$ cat src/rtl/btn_debounce_fsm_pkg.sv
// State encoding and default timer width for the button debouncer.
package btn_debounce_fsm_pkg;

    typedef enum logic [1:0] {
        ZERO  = 2'b00,
        WAIT1 = 2'b01,
        ONE   = 2'b10,
        WAIT0 = 2'b11
    } state_t;

    localparam int N_DEFAULT = 20;

endpackage

$ cat src/rtl/btn_debounce_fsm_if.sv
// Raw button input and its debounced level/tick; master drives sw, slave is the debouncer.
interface btn_debounce_fsm_if;
    logic sw;
    logic db_level;
    logic db_tick;

    modport master (output sw, input db_level, input db_tick);
    modport slave  (input sw, output db_level, output db_tick);
endinterface

$ cat src/rtl/btn_debounce_fsm_sync_2ff.sv
// Two-flop synchroniser for one asynchronous bit; 2-cycle latency, no backpressure.
module sync_2ff (
    input  logic clk,
    input  logic reset,
    input  logic d,
    output logic q
);
    logic meta;

    always_ff @(posedge clk or posedge reset) begin
        if (reset) begin
            meta <= 1'b0;
            q    <= 1'b0;
        end else begin
            meta <= d;
            q    <= meta;
        end
    end
endmodule

$ cat src/rtl/btn_debounce_fsm.sv
// Button debouncer: level changes after sw holds steady for 2^N clocks, tick in the cycle before the rise.
// No backpressure. BTN_DEBOUNCE_SYNC_EN adds a 2-flop input synchroniser (+2 cycles latency).
module btn_debounce_fsm
    import btn_debounce_fsm_pkg::*;
#(
    parameter int N = N_DEFAULT
) (
    input  logic               clk,
    input  logic               reset,
    btn_debounce_fsm_if.slave  bus
);
    localparam logic [N-1:0] Q_MAX = '1;

    state_t       state;
    logic [N-1:0] q;
    logic         sw_s;

`ifdef BTN_DEBOUNCE_SYNC_EN
    sync_2ff u_sync (
        .clk   (clk),
        .reset (reset),
        .d     (bus.sw),
        .q     (sw_s)
    );
`else
    assign sw_s = bus.sw;
`endif

    // Any opposite sample in a WAIT state falls back to the stable state, so partial intervals never add up.
    always_ff @(posedge clk or posedge reset) begin
        if (reset) begin
            state <= ZERO;
            q     <= '0;
        end else begin
            case (state)
                ZERO: begin
                    if (sw_s) begin
                        state <= WAIT1;
                        q     <= Q_MAX;
                    end
                end
                WAIT1: begin
                    if (!sw_s)         state <= ZERO;
                    else if (q != '0)  q     <= q - 1'b1;
                    else               state <= ONE;
                end
                ONE: begin
                    if (!sw_s) begin
                        state <= WAIT0;
                        q     <= Q_MAX;
                    end
                end
                WAIT0: begin
                    if (sw_s)          state <= ONE;
                    else if (q != '0)  q     <= q - 1'b1;
                    else               state <= ZERO;
                end
                default: state <= ZERO;
            endcase
        end
    end

    assign bus.db_level = (state == ONE) || (state == WAIT0);
    assign bus.db_tick  = (state == WAIT1) && sw_s && (q == '0);

endmodule
$ cat src/flat_wrapper.sv
// flat-port wrapper written by rule: the top's interface ports become plain ports
module btn_debounce_fsm_flat import btn_debounce_fsm_pkg::*;
#(
    parameter int N = N_DEFAULT
)
  (clk, reset, bus_sw, bus_db_level, bus_db_tick);
  btn_debounce_fsm_if bus_i ();
  input  logic clk;
  input  logic reset;
  input wire logic [$bits(bus_i.sw)-1:0] bus_sw;
  output wire logic [$bits(bus_i.db_level)-1:0] bus_db_level;
  output wire logic [$bits(bus_i.db_tick)-1:0] bus_db_tick;
  assign bus_i.sw = bus_sw;
  assign bus_db_level = bus_i.db_level;
  assign bus_db_tick = bus_i.db_tick;
  btn_debounce_fsm #(.N(N)) u_core (.clk(clk), .reset(reset), .bus(bus_i));
endmodule
$ cat config.mk
export PLATFORM = sky130hd
export DESIGN_NAME = btn_debounce_fsm_flat
export DESIGN_NICKNAME = d
export VERILOG_FILES = /design/src/rtl/btn_debounce_fsm_pkg.sv /design/src/rtl/btn_debounce_fsm_if.sv /design/src/rtl/btn_debounce_fsm_sync_2ff.sv /design/src/rtl/btn_debounce_fsm.sv /design/src/flat_wrapper.sv
export SDC_FILE = /design/constraint.sdc
export NUM_CORES = 1
export LEC_CHECK = 0
export BUFFER_PORTS_ARGS = -buffer_cell sky130_fd_sc_hd__buf_2
export CORE_ASPECT_RATIO = 2
export CORE_MARGIN = 2
export CORE_UTILIZATION = 25
export DETAILED_ROUTE_END_ITERATION = 12
export PLACE_DENSITY = 0.4
export SYNTH_ARGS = -nofsm -noshare
export SYNTH_HDL_FRONTEND = slang
export SYNTH_SLANG_ARGS = --single-unit
$ cat constraint.sdc
create_clock -name clk -period 1.9 [get_ports clk]
set_input_delay 0.095 -clock clk [delete_from_list [all_inputs] [get_ports clk]]
set_output_delay 0.095 -clock clk [all_outputs]
set_load 0.01 [all_outputs]
==> flow_metrics.py <==
metrics = {
    "floorplanning": {
        "core_area_mm2": 0.00542,
        "die_h_um": 110,
        "fp.dieW_um": 56.8,
        "dieArea_mm2": 0.00622,
        "initial_core_util_pct": 25.7,
        "ios": 5,
        "num_rows": 38,
    },
    "global_routing": {
        "antenna_found_initial": 0,
        "overflow": 0,
        "grt_first_pass_wirelength_mm": 7.12,
        "grt_max_degree": 23,
        "grt_pass1_vias": 1383,
        "grt_usage_pct": 15.1,
    },
    "worst_setup_path": {
        "cp_top_family": "simple AND/OR/NAND/NOR gates",
        "critPathMaxFanout": 3,
        "r2r_slack_ns": 0.03,
        "worst-path-buf-inv": 3,
        "crit_path_max_incr_delay_ns": 0.43,
        "required_ns": 1.80,
        "cp_common_cell": "buf_4",
        "end_kind": "output pin",
        "cp.arrival_ns": 1.80,
        "criticalPathCategory": "reg -> out",
        "crit_slowest_cell": "dfrtp_1",
        "start_kind": "register",
        "crit_chain": "nor4_2 -> buf_4 -> nand4_1 -> nor2_1 -> buf_4 -> and3b_1 -> buf_2",
    },
    "yosys": {
        "ys_seq_area_share_pct": 39.5,
        "synthXorXnorAreaFrac_pct": 1.26,
        "ys.flop_type": "dfrtp_1",
        "synth-seq-cells": 22,
        "synth_area_mm2": 0.00139,
        "synthesis.instances": 147,
        "yosysMostFrequentCell": "dfrtp_1",
        "synth-adder-area-share_pct": 1.80,
        "synth_compound_area_share_pct": 13.9,
        "synth_cell_types": 44,
        "synth_mux_area_share_pct": 5.30,
        "synthDominantCellAreaShare_pct": 39.5,
        "synth_area_leader_cell": "dfrtp_1",
        "synth_simple_gate_area_share_pct": 34.6,
        "yosys_warnings": 0,
        "synth_fp_nets": 152,
        "synth_area_per_cell_um2": 9.47,
        "synthArstFlopShare_pct": 100,
        "ys_top_cells_by_count": "22 x dfrtp_1, 15 x nor2_1, 10 x nor3_1",
        "synth_edf_count": 0,
        "synth_top_family_by_area": "simple AND/OR/NAND/NOR gates",
        "synth.area.top_cells": "dfrtp_1 40%, nor2_1 4.0%, nor3_1 3.6%",
    },
    "cts": {
        "cts_tree": "yes",
        "cts_max_path_buffers": 2,
        "clkLatencyLatePin_ns": 0.27,
        "clock-sinks": 22,
        "numCtsBuffers": 3,
        "cts.clk_slew.worst_paths_ns": 0.08,
        "htree_levels": 1,
        "cts_root_buffer": "clkbuf_8",
    },
    "hold_path": {
        "hp-class": "in -> reg",
    },
    "sta": {
        "holdWs_ns": 0.126,
        "min_period_ns": 1.90,
        "fmax_ghz": 0.527,
        "setup_violations": 0,
        "slew_headroom_pct": 62.4,
        "rsz0062_at_grt": "yes",
        "period_share_pct": 99.9,
        "fin_worst_skew_ns": 0.00410,
        "hold_viol_final": 0,
        "tightest_slew_ns": 0.563,
        "fin_setup_tns_ns": 0,
        "report.final.slew_viol_count": 0,
        "finalWorstSetupSlack_ns": 0.00284,
    },
    "placed_design": {
        "place_congestion": 0.775,
        "io_buffers": 4,
        "place_area_mm2": 0.00163,
        "dpl.hpwl_mm": 3.16,
        "place_ws_ns": -0.0154,
    },
    "finish": {
        "area_delta_synth_final_pct": 36.8,
        "nets": 190,
        "drive_above_1_share_pct": 39.7,
        "fin_area_mm2": 0.00191,
        "n_antenna_cell": 0,
    },
    "route": {
        "drt-initial-drc-count": 30,
        "num_vias": 1327,
        "drc": 0,
        "post_drt_wl_per_cell_um": 17.5,
        "totalWireLength_mm": 4.27,
        "dr.pass1.iters": 4,
        "postRouteAntennaNets": 0,
        "vias_per_cell": 5.44,
    },
    "flow_run": {
        "drv_cap": 0,
    },
    "pwr": {
        "p_leak_uw": 0.000664,
        "peakVddDrop_v": 0.000442,
        "powerDensity_mw_per_mm2": 545,
        "total_power_uw": 1040,
    },
    "run_status": {
        "status": "finished, final reports clean",
    },
}
## layout make-up
| cell class | instances | area [µm²] |
|---|---|---|
| Clock buffer | 4 | 55.1 |
| Fill cell | 593 | 3510 |
| Inverter | 5 | 18.8 |
| Multi-Input combinational cell | 113 | 907 |
| Sequential cell | 22 | 553 |
| Tap cell | 60 | 75.1 |
| Timing Repair Buffer | 40 | 297 |
## registers in the layout (all words and copies together), names as in the netlist, named ones only
name          cells
u_core.q         20
u_core.state      1
## through the flow
stage                     instances  util (%)
final                           244      35.2
after global routing            244      35.2
after CTS                       240      32.7
after detailed placement        227      30.1
after global placement          227      30.1
after floorplan                 147         -
## logic make-up after synthesis
| kind of cell | Yosys count |
|---|---|
| flip-flops | 22 |
| AND/OR/NAND/NOR | 75 |
| AO/OA/AOI/OAI | 27 |
| multiplexers | 7 |
| adder cells (fa/ha/maj) | 2 |
| buffers and inverters | 12 |
| XOR/XNOR | 2 |
## power breakdown
group	switching [µW]	internal (µW)	total [µW]
Sequential	24.9	487	512
Clock	165	185	350
Combinational	96.3	80.4	177
Total	286	753	1040
## metal layers
metal	track usage (%)	part of all wire [%]	vias to the layer above
met5	0	0	-
met4	7.81	4.7	0
met3	1.29	1.3	14
met2	29.7	59	19
met1	15.3	35	666
li1	-	-	628
## timing repair
item | CTS | global route
gates resized for setup | 6 | 22
pin swaps | 5 | 8
endpoints found under the hold margin | 22 | 0
setup endpoints to repair | 3 | 18
setup buffers | 8 | 4
gates cloned | 0 | 0
hold buffers | 1 | 0
## final timing paths
| check | from | cells past startpoint | endpoint |
|---|---|---|---|
| max in group asynchronous | reset | 4 | u_core.q[3] |
| min in group asynchronous | reset | 4 | u_core.q[12] |
| worst min register to register | u_core.q[18] | 1 | u_core.q[18] |
| worst max register to register | u_core.q[16] | 6 | u_core.q[1] |
| worst min-delay path | bus_sw | 2 | register |
| worst max-delay path | u_core.q[16] | 7 | bus_db_tick |
## placed cells by master, fill, tap and decap left out, drive strengths merged, types with 2 or more instances in the layout
cell type,n
a21oi,5
a311oi,3
a31oi,4
and2,7
and4,2
buf,39
clkbuf,4
dfrtp,22
ha,2
inv,5
mux2,3
mux2i,4
nand2,8
nand3,6
nand4,5
nor2,15
nor3,10
nor4,6
nor4b,2
o21ai,2
o31a,3
o31ai,5
or3,3
or4,4
Note: power is estimated with default switching activity, not from simulation.
